**src/rtl/uart_tx_arbiter_if.sv**
```systemverilog
// Requester and UART-side handshake bundle for uart_tx_arbiter.
// The master modport is the environment (byte sources plus UART core); slave is the arbiter.
interface uart_tx_arbiter_if #(
  parameter int NUM_REQ    = 4,
  parameter int DATA_WIDTH = 8
);
  logic [NUM_REQ-1:0]            req_valid;
  logic [NUM_REQ*DATA_WIDTH-1:0] req_data;
  logic [NUM_REQ-1:0]            req_last;
  logic [NUM_REQ-1:0]            req_ready;
  logic                          tx_start;
  logic [DATA_WIDTH-1:0]         tx_data;
  logic                          tx_active;
  logic                          tx_done;

  modport master (
    output req_valid, req_data, req_last, tx_active, tx_done,
    input  req_ready, tx_start, tx_data
  );

  modport slave (
    input  req_valid, req_data, req_last, tx_active, tx_done,
    output req_ready, tx_start, tx_data
  );
endinterface

```
**src/rtl/uart_tx_arbiter.sv**
```systemverilog
// Packet-granular arbiter sharing one UART transmitter among NUM_REQ byte sources.
// Optional build macro UART_ARB_FIXED_PRIO_EN: lowest-index-wins instead of round-robin.
module uart_tx_arbiter #(
  parameter  int NUM_REQ    = 4,
  parameter  int DATA_WIDTH = 8,
  parameter  int MAX_BURST  = 16,
  localparam int IDW        = $clog2(NUM_REQ)
) (
  input  logic               clock,
  input  logic               reset,
  uart_tx_arbiter_if.slave   bus,
  output logic [IDW-1:0]     grant_id,
  output logic               busy
);

  localparam int                 IDW1      = IDW + 1;
  localparam logic [7:0]         BURST_LIM = 8'(MAX_BURST);
  localparam logic [NUM_REQ-1:0] ONE_HOT0  = {{(NUM_REQ-1){1'b0}}, 1'b1};

  typedef enum logic [2:0] {
    ST_IDLE      = 3'd0,
    ST_GRANT     = 3'd1,
    ST_LOAD      = 3'd2,
    ST_WAIT_ACT  = 3'd3,
    ST_WAIT_DONE = 3'd4
  } state_e;

  state_e                  state_q,     state_d;
  logic [IDW-1:0]          ptr_q,       ptr_d;
  logic [IDW-1:0]          grant_q,     grant_d;
  logic [7:0]              burst_q,     burst_d;
  logic                    last_q,      last_d;
  logic [NUM_REQ-1:0]      req_ready_q, req_ready_d;
  logic                    tx_start_q,  tx_start_d;
  logic [DATA_WIDTH-1:0]   tx_data_q,   tx_data_d;
  logic                    busy_q,      busy_d;

  logic [IDW-1:0]          pick_s;
  logic [IDW-1:0]          next_id_s;
  logic [NUM_REQ-1:0]      grant_onehot_s;
  logic                    release_s;
  logic [DATA_WIDTH-1:0]   sel_byte_s;

`ifdef UART_ARB_FIXED_PRIO_EN
  function automatic logic [IDW-1:0] pick_winner(input logic [NUM_REQ-1:0] valid,
                                                 input logic [IDW-1:0]     ptr);
    logic [IDW-1:0] pick;
    pick = ptr;
    for (int i = NUM_REQ - 1; i >= 0; i--) begin
      if (valid[i]) begin
        pick = IDW'(i);
      end
    end
    return pick;
  endfunction
`else
  // Scan from the farthest offset down so the last hit is the nearest valid index at/after ptr.
  function automatic logic [IDW-1:0] pick_winner(input logic [NUM_REQ-1:0] valid,
                                                 input logic [IDW-1:0]     ptr);
    logic [IDW-1:0] pick;
    logic [IDW:0]   idx;
    pick = ptr;
    for (int off = NUM_REQ - 1; off >= 0; off--) begin
      idx = {1'b0, ptr} + IDW1'(off);
      if (idx >= IDW1'(NUM_REQ)) begin
        idx = idx - IDW1'(NUM_REQ);
      end
      if (valid[idx[IDW-1:0]]) begin
        pick = idx[IDW-1:0];
      end
    end
    return pick;
  endfunction
`endif

  function automatic logic [DATA_WIDTH-1:0] select_byte(input logic [NUM_REQ*DATA_WIDTH-1:0] data,
                                                        input logic [IDW-1:0]                sel);
    logic [DATA_WIDTH-1:0] b;
    b = {DATA_WIDTH{1'b0}};
    for (int i = 0; i < NUM_REQ; i++) begin
      if (sel == IDW'(i)) begin
        b = data[i*DATA_WIDTH +: DATA_WIDTH];
      end
    end
    return b;
  endfunction

  assign pick_s         = pick_winner(bus.req_valid, ptr_q);
  assign next_id_s      = (grant_q == IDW'(NUM_REQ - 1)) ? {IDW{1'b0}} : grant_q + IDW'(1);
  assign grant_onehot_s = ONE_HOT0 << grant_q;
  assign release_s      = last_q || (burst_q == BURST_LIM);
  assign sel_byte_s     = select_byte(bus.req_data, grant_q);

  // Next-state and next-output computation for the packet sequencer.
  always_comb begin
    state_d     = state_q;
    ptr_d       = ptr_q;
    grant_d     = grant_q;
    burst_d     = burst_q;
    last_d      = last_q;
    tx_data_d   = tx_data_q;
    req_ready_d = {NUM_REQ{1'b0}};
    tx_start_d  = 1'b0;
    case (state_q)
      ST_IDLE: begin
        if (|bus.req_valid) begin
          grant_d     = pick_s;
          burst_d     = 8'd0;
          req_ready_d = ONE_HOT0 << pick_s;
          state_d     = ST_GRANT;
        end else begin
          state_d = ST_IDLE;
        end
      end
      ST_GRANT: begin
        if (bus.req_valid[grant_q]) begin
          tx_data_d  = sel_byte_s;
          last_d     = bus.req_last[grant_q];
          burst_d    = burst_q + 8'd1;
          tx_start_d = 1'b1;
          state_d    = ST_LOAD;
        end else begin
          ptr_d   = next_id_s;
          state_d = ST_IDLE;
        end
      end
      ST_LOAD: begin
        state_d = ST_WAIT_ACT;
      end
      // A done pulse that beats tx_active still completes the byte.
      ST_WAIT_ACT: begin
        if (bus.tx_done) begin
          if (release_s) begin
            ptr_d   = next_id_s;
            state_d = ST_IDLE;
          end else begin
            req_ready_d = grant_onehot_s;
            state_d     = ST_GRANT;
          end
        end else if (bus.tx_active) begin
          state_d = ST_WAIT_DONE;
        end else begin
          state_d = ST_WAIT_ACT;
        end
      end
      ST_WAIT_DONE: begin
        if (bus.tx_done) begin
          if (release_s) begin
            ptr_d   = next_id_s;
            state_d = ST_IDLE;
          end else begin
            req_ready_d = grant_onehot_s;
            state_d     = ST_GRANT;
          end
        end else begin
          state_d = ST_WAIT_DONE;
        end
      end
      default: begin
        state_d = ST_IDLE;
      end
    endcase
    busy_d = (state_d != ST_IDLE);
  end

  // State and registered-output flops.
  always_ff @(posedge clock or negedge reset) begin
    if (!reset) begin
      state_q     <= ST_IDLE;
      ptr_q       <= {IDW{1'b0}};
      grant_q     <= {IDW{1'b0}};
      burst_q     <= 8'd0;
      last_q      <= 1'b0;
      req_ready_q <= {NUM_REQ{1'b0}};
      tx_start_q  <= 1'b0;
      tx_data_q   <= {DATA_WIDTH{1'b0}};
      busy_q      <= 1'b0;
    end else begin
      state_q     <= state_d;
      ptr_q       <= ptr_d;
      grant_q     <= grant_d;
      burst_q     <= burst_d;
      last_q      <= last_d;
      req_ready_q <= req_ready_d;
      tx_start_q  <= tx_start_d;
      tx_data_q   <= tx_data_d;
      busy_q      <= busy_d;
    end
  end

  assign bus.req_ready = req_ready_q;
  assign bus.tx_start  = tx_start_q;
  assign bus.tx_data   = tx_data_q;
  assign grant_id      = grant_q;
  assign busy          = busy_q;

endmodule

```
**src/flat_wrapper.sv**
```systemverilog
// flat-port wrapper written by rule: the top's interface ports become plain ports
module uart_tx_arbiter_flat 
#(
  parameter  int NUM_REQ    = 4,
  parameter  int DATA_WIDTH = 8,
  parameter  int MAX_BURST  = 16,
  localparam int IDW        = $clog2(NUM_REQ)
)
  (clock, reset, grant_id, busy, bus_req_valid, bus_req_data, bus_req_last, bus_tx_active, bus_tx_done, bus_req_ready, bus_tx_start, bus_tx_data);
  uart_tx_arbiter_if #(.NUM_REQ(NUM_REQ), .DATA_WIDTH(DATA_WIDTH)) bus_i ();
  input  logic clock;
  input  logic reset;
  output logic [IDW-1:0] grant_id;
  output logic busy;
  input wire logic [$bits(bus_i.req_valid)-1:0] bus_req_valid;
  input wire logic [$bits(bus_i.req_data)-1:0] bus_req_data;
  input wire logic [$bits(bus_i.req_last)-1:0] bus_req_last;
  input wire logic [$bits(bus_i.tx_active)-1:0] bus_tx_active;
  input wire logic [$bits(bus_i.tx_done)-1:0] bus_tx_done;
  output wire logic [$bits(bus_i.req_ready)-1:0] bus_req_ready;
  output wire logic [$bits(bus_i.tx_start)-1:0] bus_tx_start;
  output wire logic [$bits(bus_i.tx_data)-1:0] bus_tx_data;
  assign bus_i.req_valid = bus_req_valid;
  assign bus_i.req_data = bus_req_data;
  assign bus_i.req_last = bus_req_last;
  assign bus_i.tx_active = bus_tx_active;
  assign bus_i.tx_done = bus_tx_done;
  assign bus_req_ready = bus_i.req_ready;
  assign bus_tx_start = bus_i.tx_start;
  assign bus_tx_data = bus_i.tx_data;
  uart_tx_arbiter #(.NUM_REQ(NUM_REQ), .DATA_WIDTH(DATA_WIDTH), .MAX_BURST(MAX_BURST)) u_core (.clock(clock), .reset(reset), .bus(bus_i), .grant_id(grant_id), .busy(busy));
endmodule
```
**config.mk**
```make
export PLATFORM = sky130hd
export DESIGN_NAME = uart_tx_arbiter_flat
export DESIGN_NICKNAME = d
export VERILOG_FILES = /design/src/rtl/uart_tx_arbiter_if.sv /design/src/rtl/uart_tx_arbiter.sv /design/src/flat_wrapper.sv
export SDC_FILE = /design/constraint.sdc
export NUM_CORES = 1
export LEC_CHECK = 0
export CAP_MARGIN = 15
export CORE_UTILIZATION = 41
export DETAILED_ROUTE_END_ITERATION = 7
export PLACE_DENSITY = 0.85
export SYNTH_ARGS = -nofsm -noshare
export SYNTH_HDL_FRONTEND = slang
export SYNTH_SLANG_ARGS = --single-unit
```
**constraint.sdc**
```tcl
create_clock -name clock -period 1.8 [get_ports clock]
set_clock_uncertainty 0.15 [all_clocks]
set_input_delay 0.36 -clock clock [delete_from_list [all_inputs] [get_ports clock]]
set_output_delay 0.36 -clock clock [all_outputs]
set_load 0.03 [all_outputs]
```
# After elaboration in Yosys (flattened, before gate mapping)
# Index checks and enable logic that the tools add are counted.
# W data, S select, Z words.
# totals
register_bits,30
output_inout_bits,16
elab_cells,99
# op_classes
addsub,9
order_cmp,9
n_eq_ne,13
shifts,2
mux,45
n_reduce_logical,12
# ops
cell,n
$mux W8,6
$mux W2,13
$pmux W8 S2,1
$lt A2 B3 Y1 const B,5
$pmux W3 S5,1
$bmux W1 S2,6
$mux W4,3
$mux W1,10
$ge A3 B3 Y1 const B,3
$mux W3,3
$add A8 B1 Y8 const B,1
$eq A8 B5 Y1 const B,1
$ne A2 B1 Y1 const B,4
$pmux W4 S2,1
$shl A1 B2 Y4 const A,2
$sub A2 B1 Y2 const B,4
$add A2 B2 Y3 const B,2
$eq A3 B2 Y1 const B,2
$eq A2 B2 Y1 const B,2
$pmux W2 S2,1
$reduce_and A2 Y1,2
$reduce_and A4 Y1,1
$reduce_bool A2 Y1,2
$reduce_or A4 Y1,1
other kinds (13),13

# Depth between registers and ports, before layout
# Gate-level depths: netlist of run 1.
# depth
ltp_word,12
ltp_mapped,8
ltp_nobuf,6

# Least setup slack after synthesis of run 1
# Ideal clock, no wire load.
# synth_timing
kind,reg2reg
start,reg u_core.grant_q[0] (netlist: u_core.grant_id[0])
end,reg u_core.tx_data_q[2] (netlist: u_core.bus.tx_data[2])
setup_time_ns,0.126
t_arrival_ns,1.744
required_ns,1.524
slack_ns,-0.221
path_stages_with_launch,8
path_cell_list,dfrtp_1 -> inv_1 -> ha_1 -> clkbuf_1 -> clkbuf_1 -> a221o_1 -> a22oi_1 -> o21ai_0
# synth_via
elab_chain_cells,5
word_cells_on_any_way,11
cone_classes,eq/ne: 3; mux: 6; reduce/logical: 2
# synth_rtl
element,line,rtl
from (decl),uart_tx_arbiter.sv:30,"logic [IDW-1:0] grant_q, grant_d;"
from (signal assigned),uart_tx_arbiter.sv:171,grant_q <= {IDW{1'b0}};
from (signal assigned),uart_tx_arbiter.sv:181,grant_q <= grant_d;
$logic_not A2 Y1,uart_tx_arbiter.sv:81,if (sel == IDW'(i)) begin
$mux W8 (4 in series),uart_tx_arbiter.sv:81,
to (signal assigned),uart_tx_arbiter.sv:176,tx_data_q <= {DATA_WIDTH{1'b0}};
to (signal assigned),uart_tx_arbiter.sv:186,tx_data_q <= tx_data_d;
to (decl),uart_tx_arbiter.sv:35,"logic [DATA_WIDTH-1:0] tx_data_q, tx_data_d;"
# Parallel ways exist; a longest one is shown, timed or not. The select of a mux whose other input is x is not followed.
# A chain may end at the register's enable or synchronous reset.

# Final worst setup path of run 1
# layout_timing
start,reg u_core.grant_q[1] (netlist: u_core.grant_id[1])
end,reg u_core.ptr_q[0]
# layout_via
elab_chain_cells,5
word_cells_on_any_way,10
cone_classes,eq/ne: 2; mux: 7; reduce/logical: 1
# layout_rtl
element,line,rtl
$eq A2 B2 Y1,uart_tx_arbiter.sv:89,assign next_id_s = (grant_q == IDW'(NUM_REQ - 1)) ? {IDW{1'b0}} : grant_q + IDW'(1);
$mux W2,uart_tx_arbiter.sv:89,
$mux W2,"uart_tx_arbiter.sv:133, uart_tx_arbiter.sv:148",
$mux W2,uart_tx_arbiter.sv:147,if (bus.tx_done) begin
$pmux W2 S2,uart_tx_arbiter.sv:104,case (state_q)
to (signal assigned),uart_tx_arbiter.sv:170,ptr_q <= {IDW{1'b0}};
to (signal assigned),uart_tx_arbiter.sv:180,ptr_q <= ptr_d;
to (decl),uart_tx_arbiter.sv:29,"logic [IDW-1:0] ptr_q, ptr_d;"
# Parallel ways exist; a longest one is shown, timed or not. The select of a mux whose other input is x is not followed.

==> impl_metrics.csv, run 1 <==
group,metric,value,unit
cells_and_area,antenna-diode-count,0,
synthesis,synthesized_nets,233,
clock_network,clk_latency,280,ps
synthesis,synth_edf_count,0,
synthesis,synth_top_cell_area_share,42.2,%
pwr,irDropWorstVdd,0.00113,V
min_path,holdCritPathClass,"flop to flop",
clock_network,clock_sink_count,30,
die,io_pins,60,
synthesis,synthFlopType,"dfrtp_1",
placement,routability_driven_placement_congestion_ratio,0.852,
synthesis,netlist-cell-type-count,49,
drt,detail_route.iter0.violations,106,
setup_path,crit_path_max_incr_delay,570,ps
synthesis,main_area_contributors_after_synthesis,"dfrtp_1 (42%), a21oi_1 (4.5%), ha_1 (4.2%)",
placement,port-buffer-count,59,
timing,clock.fmax,548,MHz
placement,detailedPlacementHpwl,3720,µm
drt,wl,5120,µm
timing,crit_path_setup_slack_layout,-23.7,ps
cells_and_area,mostFrequentLayoutCell,"clkdlybuf4s50_1",
clock_network,cts_root_buffer,"clkbuf_8",
die,die-height,67.9,µm
drt,ant_nets,0,
setup_path,worstSetupStartpointType,"flop",
pwr,power-per-cell-area,1570,nW/µm²
drt,routed_met3_length,202,µm
die,die_footprint,4600,µm²
synthesis,postSynthCellCount,183,
timing,slew_violations,0,
setup_path,worst_path_max_delay_cell,"mux4_2",
clock_network,cts_hold_buf,0,
drt,viasPerCell,5.54,
global_routing,antenna_violations_before_repair,0,
setup_path,cp_endpoint_kind,"flop",
cells_and_area,area.growth.synth_to_final,61.3,%
timing,grt_setup_unrepaired,"yes",
die,placeableCoreArea,4090,µm²
setup_path,startpoint,"u_core.grant_id[1]",
synthesis,synth.largest_area_cell,"dfrtp_1",
drt,detail_route.drc_violations,0,
synthesis,syn_avg_cell_area,9.72,µm²
clock_network,cts_buffers,5,
synthesis,portion_of_the_post_synthesis_area_used_by_sequential_elements,42.2,%
setup_path,cp.arrival,1840,ps
global_routing,grt-ovfl-total,0,
synthesis,ys_seq_elements,30,
timing,whs,325,ps
cells_and_area,layout_common_cells,"clkdlybuf4s50_1 (40), buf_4 (38), dfrtp_1 (28)",
drt,num_vias,1835,
setup_path,cp.required,1820,ps
pwr,total_power,4.50,mW
synthesis,synthArstFlopShare,100,%
setup_path,maximum_fanout_along_the_worst_path,4,
cells_and_area,nets,330,
global_routing,grt_start_max_net_pins,31,
timing,fin_crit_sh,101,%
die,initial_core_util,43.5,%
clock_network,htree_num_levels,2,
global_routing,via_count_of_the_first_global_routing_pass,1616,
drt,wl_per_cell,15.5,µm
clock_network,ctsLongestPathBuffers,2,
drt,route.top_layer_used,"met4",
min_path,holdCritStartpoint,"u_core.bus.tx_data[7]",
drt,drtPass1Iterations,4,
timing,finalSetupViolations,2,
synthesis,ys_warn_count,0,
run_status,status,"finished, violations left",
cells_and_area,post_route_cells_drive_above_1_share,26.7,%
global_routing,first_pass_grt_wire_length,7600,µm
setup_path,critical_path.reg2reg.startpoint,"u_core.grant_id[1]",
timing,worst-slew-pin-transition,402,ps
setup_path,crit_path_cell_trace,"mux4_2 > nor2b_1 > a21o_1 > mux2_4",
timing,layout_min_cycle_time,1820,ps
die,placementRows,23,
clock_network,clkSlewWorstSetupHoldPaths,70,ps
synthesis,synthesis.area,1780,µm²
clock_network,cts_tree,"yes",
pwr,leakage,1.37,nW
drt,wl_met1,2210,µm
flow_run,cap_violations,0,
setup_path,worstRegToRegCells,4,
cells_and_area,number_of_inserted_filler_cells_in_the_final_layout,301,
timing,finalHoldViolCount,0,
min_path,number_of_cells_on_the_worst_hold_path,2,
run_status,violations,"setup timing",
setup_path,path_class,"flop to flop",
timing,relSlewSlack,73.2,%
drt,wl_met2,2630,µm
die,die_x,67.9,µm
global_routing,grt_use_total,22.9,%
[sequential cells by signal, summed over array words and instances (netlist names)]
signal and flops:
u_core.ptr_q 2, u_core.grant_id 2, u_core.bus.req_ready 4, u_core.last_q 1, u_core.bus.tx_data 8, u_core.state_q 3
u_core.busy 1, u_core.bus.tx_start 1, u_core.burst_q 8
[worst paths after layout]
check / to / slack [ps]
worst max-delay path: u_core.ptr_q[0] / -20
worst min-delay path: u_core.bus.tx_data[7] / 320
worst max register to register: u_core.ptr_q[0] / -20
worst min register to register: u_core.bus.tx_data[7] / 320
max in group asynchronous: u_core.grant_id[0] / 860
min in group asynchronous: u_core.bus.req_ready[0] / 330
[Yosys cell counts, types with 3 or more instances]
cell,count
nand4_1,5
buf_2,3
a22oi_1,7
o21ai_0,12
a21oi_1,16
clkbuf_1,5
ha_1,6
dfrtp_1,30
nor2_1,6
nand2_1,17
nand3_1,4
inv_1,15
a221o_1,7
[critical path: cells and delay by family (launching register included)]
family,cells,cell delay (ps)
muxes,2,870
DFF,1,410
AOI/OAI and AO/OA,1,140
and+or+nand+nor,1,130
[through the flow]
stage	util [%]	instance area, µm²	worst slack (ps)	instances	TNS (ps)
2_1_floorplan	-	1790	-82.2	183	-245
4_1_cts	68.8	2810	-9.48	330	-17.6
3_5_place_dp	65.3	2670	-419	320	-8390
6_report	70.2	2870	-23.7	331	-46.8
3_3_place_gp	65.3	2670	-371	320	-6940
5_1_grt	70.2	2870	-81.1	331	-357
[repair_timing]
action,4_1_cts,5_1_grt
buffers inserted,1,1
cloned,1,0
pin swaps,1,0
setup endpoints to repair,28,20
resized for setup,25,17
[per-layer routing]
metal	up-vias	GRT usage (%)
li1	869	-
met1	912	30.4
met2	49	36.9
met3	5	3.67
met4	0	9.64
met5	-	0
[power by group]
group / leakage (nW) / internal, mW / switching [mW]
logic: 0.929 / 1.31 / 1.45
clock network: 0.0575 / 0.386 / 0.252
registers: 0.386 / 0.918 / 0.182
[cell type report]
type / count / area (µm²) / share of cell area, %
Inverter: 16 / 62.6 / 2.18
Tap cell: 50 / 62.6 / 2.18
Clock buffer: 8 / 110 / 3.84
Sequential cell: 30 / 753 / 26.3
Timing Repair Buffer: 99 / 876 / 30.5
Multi-Input combinational cell: 128 / 1000 / 35.0
[cell families (layout without fill, tap and decap cells)]
logic type | Yosys count | count (layout) | share of synthesized area (%)
compound gates | 58 | 58 | 22.9
simple gates | 55 | 55 | 18.4
flops | 30 | 30 | 42.2
fa+ha+maj | 6 | 6 | 4.22
mux | 7 | 7 | 5.56
buf+inv | 25 | 123 | 5.70
xor+xnor | 2 | 2 | 0.985
No activity file was read; power rests on OpenSTA's default activity.
==> run 2, diff against run 1 <==
Settings changed: CORE_UTILIZATION 41 to 49, PLACE_DENSITY 0.85 to 0.94.
Clock period 1.8 ns to 2.1 ns, I/O delays scaled along.
==> run 2 against run 1 <==
The flow now finishes without violations; sequential share of layout area is 2.6 points higher; clock-buffer cell count is 1 lower; combinational power is 28% lower; sequential cell count stayed put; via count is 5.8% lower; final cell count is 6.9% lower; utilization is 6.0 points higher.
==> impl_metrics.csv, run 2 (same netlist as run 1, synthesis figures left out) <==
group,metric,value,unit
global_routing,via_count_of_the_first_global_routing_pass,1728,
clock_network,clk_latency,340,ps
drt,wl_per_cell,15.7,µm
cells_and_area,antenna-diode-count,0,
setup_path,maximum_fanout_along_the_worst_path,2,
flow_run,cap_violations,0,
clock_network,post_cts_buffers,0,
pwr,power-per-cell-area,1290,nW/µm²
timing,finalSetupViolations,0,
cells_and_area,nets,311,
placement,detailedPlacementHpwl,3770,µm
timing,finalHoldViolCount,0,
timing,fin_crit_sh,93.7,%
drt,detail_route.iter0.violations,79,
drt,num_vias,1728,
setup_path,critical_path_buf_inv_count,1,
global_routing,antenna_violations_before_repair,0,
global_routing,grt_start_max_net_pins,31,
timing,fin_tns_setup,0,ps
clock_network,cts_root_buffer,"clkbuf_4",
placement,port-buffer-count,59,
die,initial_core_util,52.1,%
setup_path,cp.required,1530,ps
global_routing,first_pass_grt_wire_length,8290,µm
run_status,status,"finished clean",
die,io_pins,60,
global_routing,grt-ovfl-total,0,
die,die_x,62.2,µm
timing,grt_setup_unrepaired,"no",
drt,drtPass1Iterations,4,
die,placeableCoreArea,3420,µm²
clock_network,ctsLongestPathBuffers,2,
die,die-height,62.2,µm
cells_and_area,area.growth.synth_to_final,46.4,%
placement,routability_driven_placement_congestion_ratio,0.811,
setup_path,cp.arrival,1400,ps
pwr,leakage,1.17,nW
global_routing,grt_use_total,28.0,%
clock_network,htree_num_levels,2,
timing,worst-slew-pin-transition,407,ps
setup_path,worst_path_max_delay_cell,"clkdlybuf4s50_1",
drt,ant_nets,0,
setup_path,cell_family_contributing_the_most_delay_on_the_critical_path,"buffers and inverters",
pwr,irDropWorstVdd,0.000779,V
timing,layout_min_cycle_time,1970,ps
setup_path,path_class,"flop to output pin",
drt,viasPerCell,5.61,
clock_network,clock_sink_count,30,
cells_and_area,post_route_cells_drive_above_1_share,15.3,%
timing,slew_violations,0,
cells_and_area,layout_common_cells,"clkdlybuf4s50_1 (57), dfrtp_1 (30), buf_4 (21)",
pwr,total_power,3.35,mW
timing,clock.fmax,508,MHz
cells_and_area,mostFrequentLayoutCell,"clkdlybuf4s50_1",
setup_path,cp_endpoint_kind,"output pin",
clock_network,cts_buffers,5,
cells_and_area,number_of_inserted_filler_cells_in_the_final_layout,235,
setup_path,crit_path_max_incr_delay,700,ps
timing,relSlewSlack,72.5,%
clock_network,cts_tree,"yes",
clock_network,clkSlewWorstSetupHoldPaths,100,ps
min_path,holdCritPathClass,"input pin to async pin",
setup_path,crit_path_cell_trace,"clkdlybuf4s50_1",
setup_path,worstSetupStartpointType,"flop",
drt,detail_route.drc_violations,0,
drt,wl,4850,µm
die,die_footprint,3870,µm²
die,placementRows,21,
[run 2: changes by cell type in the layout (fill, tap and decap cells not counted), sizes merged]
| cell | previous run | this run |
|---|---|---|
| clkinv | 0 | 1 |
| clkdlybuf4s50 | 40 | 57 |
| dlymetal6s2s | 2 | 0 |
| buf | 40 | 21 |
| dlygate4sd2 | 17 | 2 |
| clkbuf | 8 | 7 |
[run 2: per-layer routing]
metal	vias to the layer above	global-route usage [%]	wire [µm]
li1	835	-	-
met1	816	32.2	1930
met2	63	50.0	2590
met3	14	7.35	221
met4	0	9.88	108
met5	-	0	0
[run 2: timing repair]
item,CTS,global route
hold buffers,0,0
setup endpoints to repair,2,7
resized for setup,2,1
hold endpoints to repair,0,0
cloned,0,0
[run 2: layout make-up]
type,count,area (µm²),area share [%]
Multi-Input combinational cell,128,928,35.7
Sequential cell,30,751,28.8
Timing Repair Buffer,80,746,28.7
Inverter,16,60.1,2.31
Tap cell,46,57.6,2.21
Clock buffer,7,55.1,2.12
Clock inverter,1,5.00,0.192
[run 2: power breakdown]
| part | switching [mW] | internal (mW) | total [mW] | leakage [nW] |
|---|---|---|---|---|
| clock | 0.208 | 0.162 | 0.370 | 0.0353 |
| combinational | 1.06 | 0.931 | 1.99 | 0.749 |
| sequential | 0.203 | 0.780 | 0.983 | 0.388 |
| total | 1.47 | 1.87 | 3.35 | 1.17 |
[run 2: worst paths after layout]
kind,cells past startpoint,slack (ps),startpoint,end
worst max-delay path,1,130,u_core.bus.tx_data[5],bus_tx_data[5]
worst min-delay path,2,300,reset,u_core.bus.tx_data[2]
worst max register to register,4,150,u_core.state_q[1],u_core.ptr_q[0]
worst min register to register,2,330,u_core.bus.tx_data[3],u_core.bus.tx_data[3]
max in group asynchronous,2,1220,reset,u_core.burst_q[0]
min in group clock,2,330,u_core.bus.tx_data[3],u_core.bus.tx_data[3]
[run 2: per-stage QoR]
| stage | cells | area [µm²] | hold WS (ps) | setup slack [ps] | util (%) |
|---|---|---|---|---|---|
| finish | 308 | 2600 | 304 | 132 | 76.2 |
| global route | 308 | 2600 | 320 | 4.56 | 76.2 |
| CTS | 308 | 2600 | 315 | 111 | 76.1 |
| detailed placement | 300 | 2540 | 320 | -176 | 74.4 |
| global placement | 300 | 2540 | 311 | -110 | 74.4 |
| floorplan | 183 | 1780 | -25.6 | 79.3 | - |
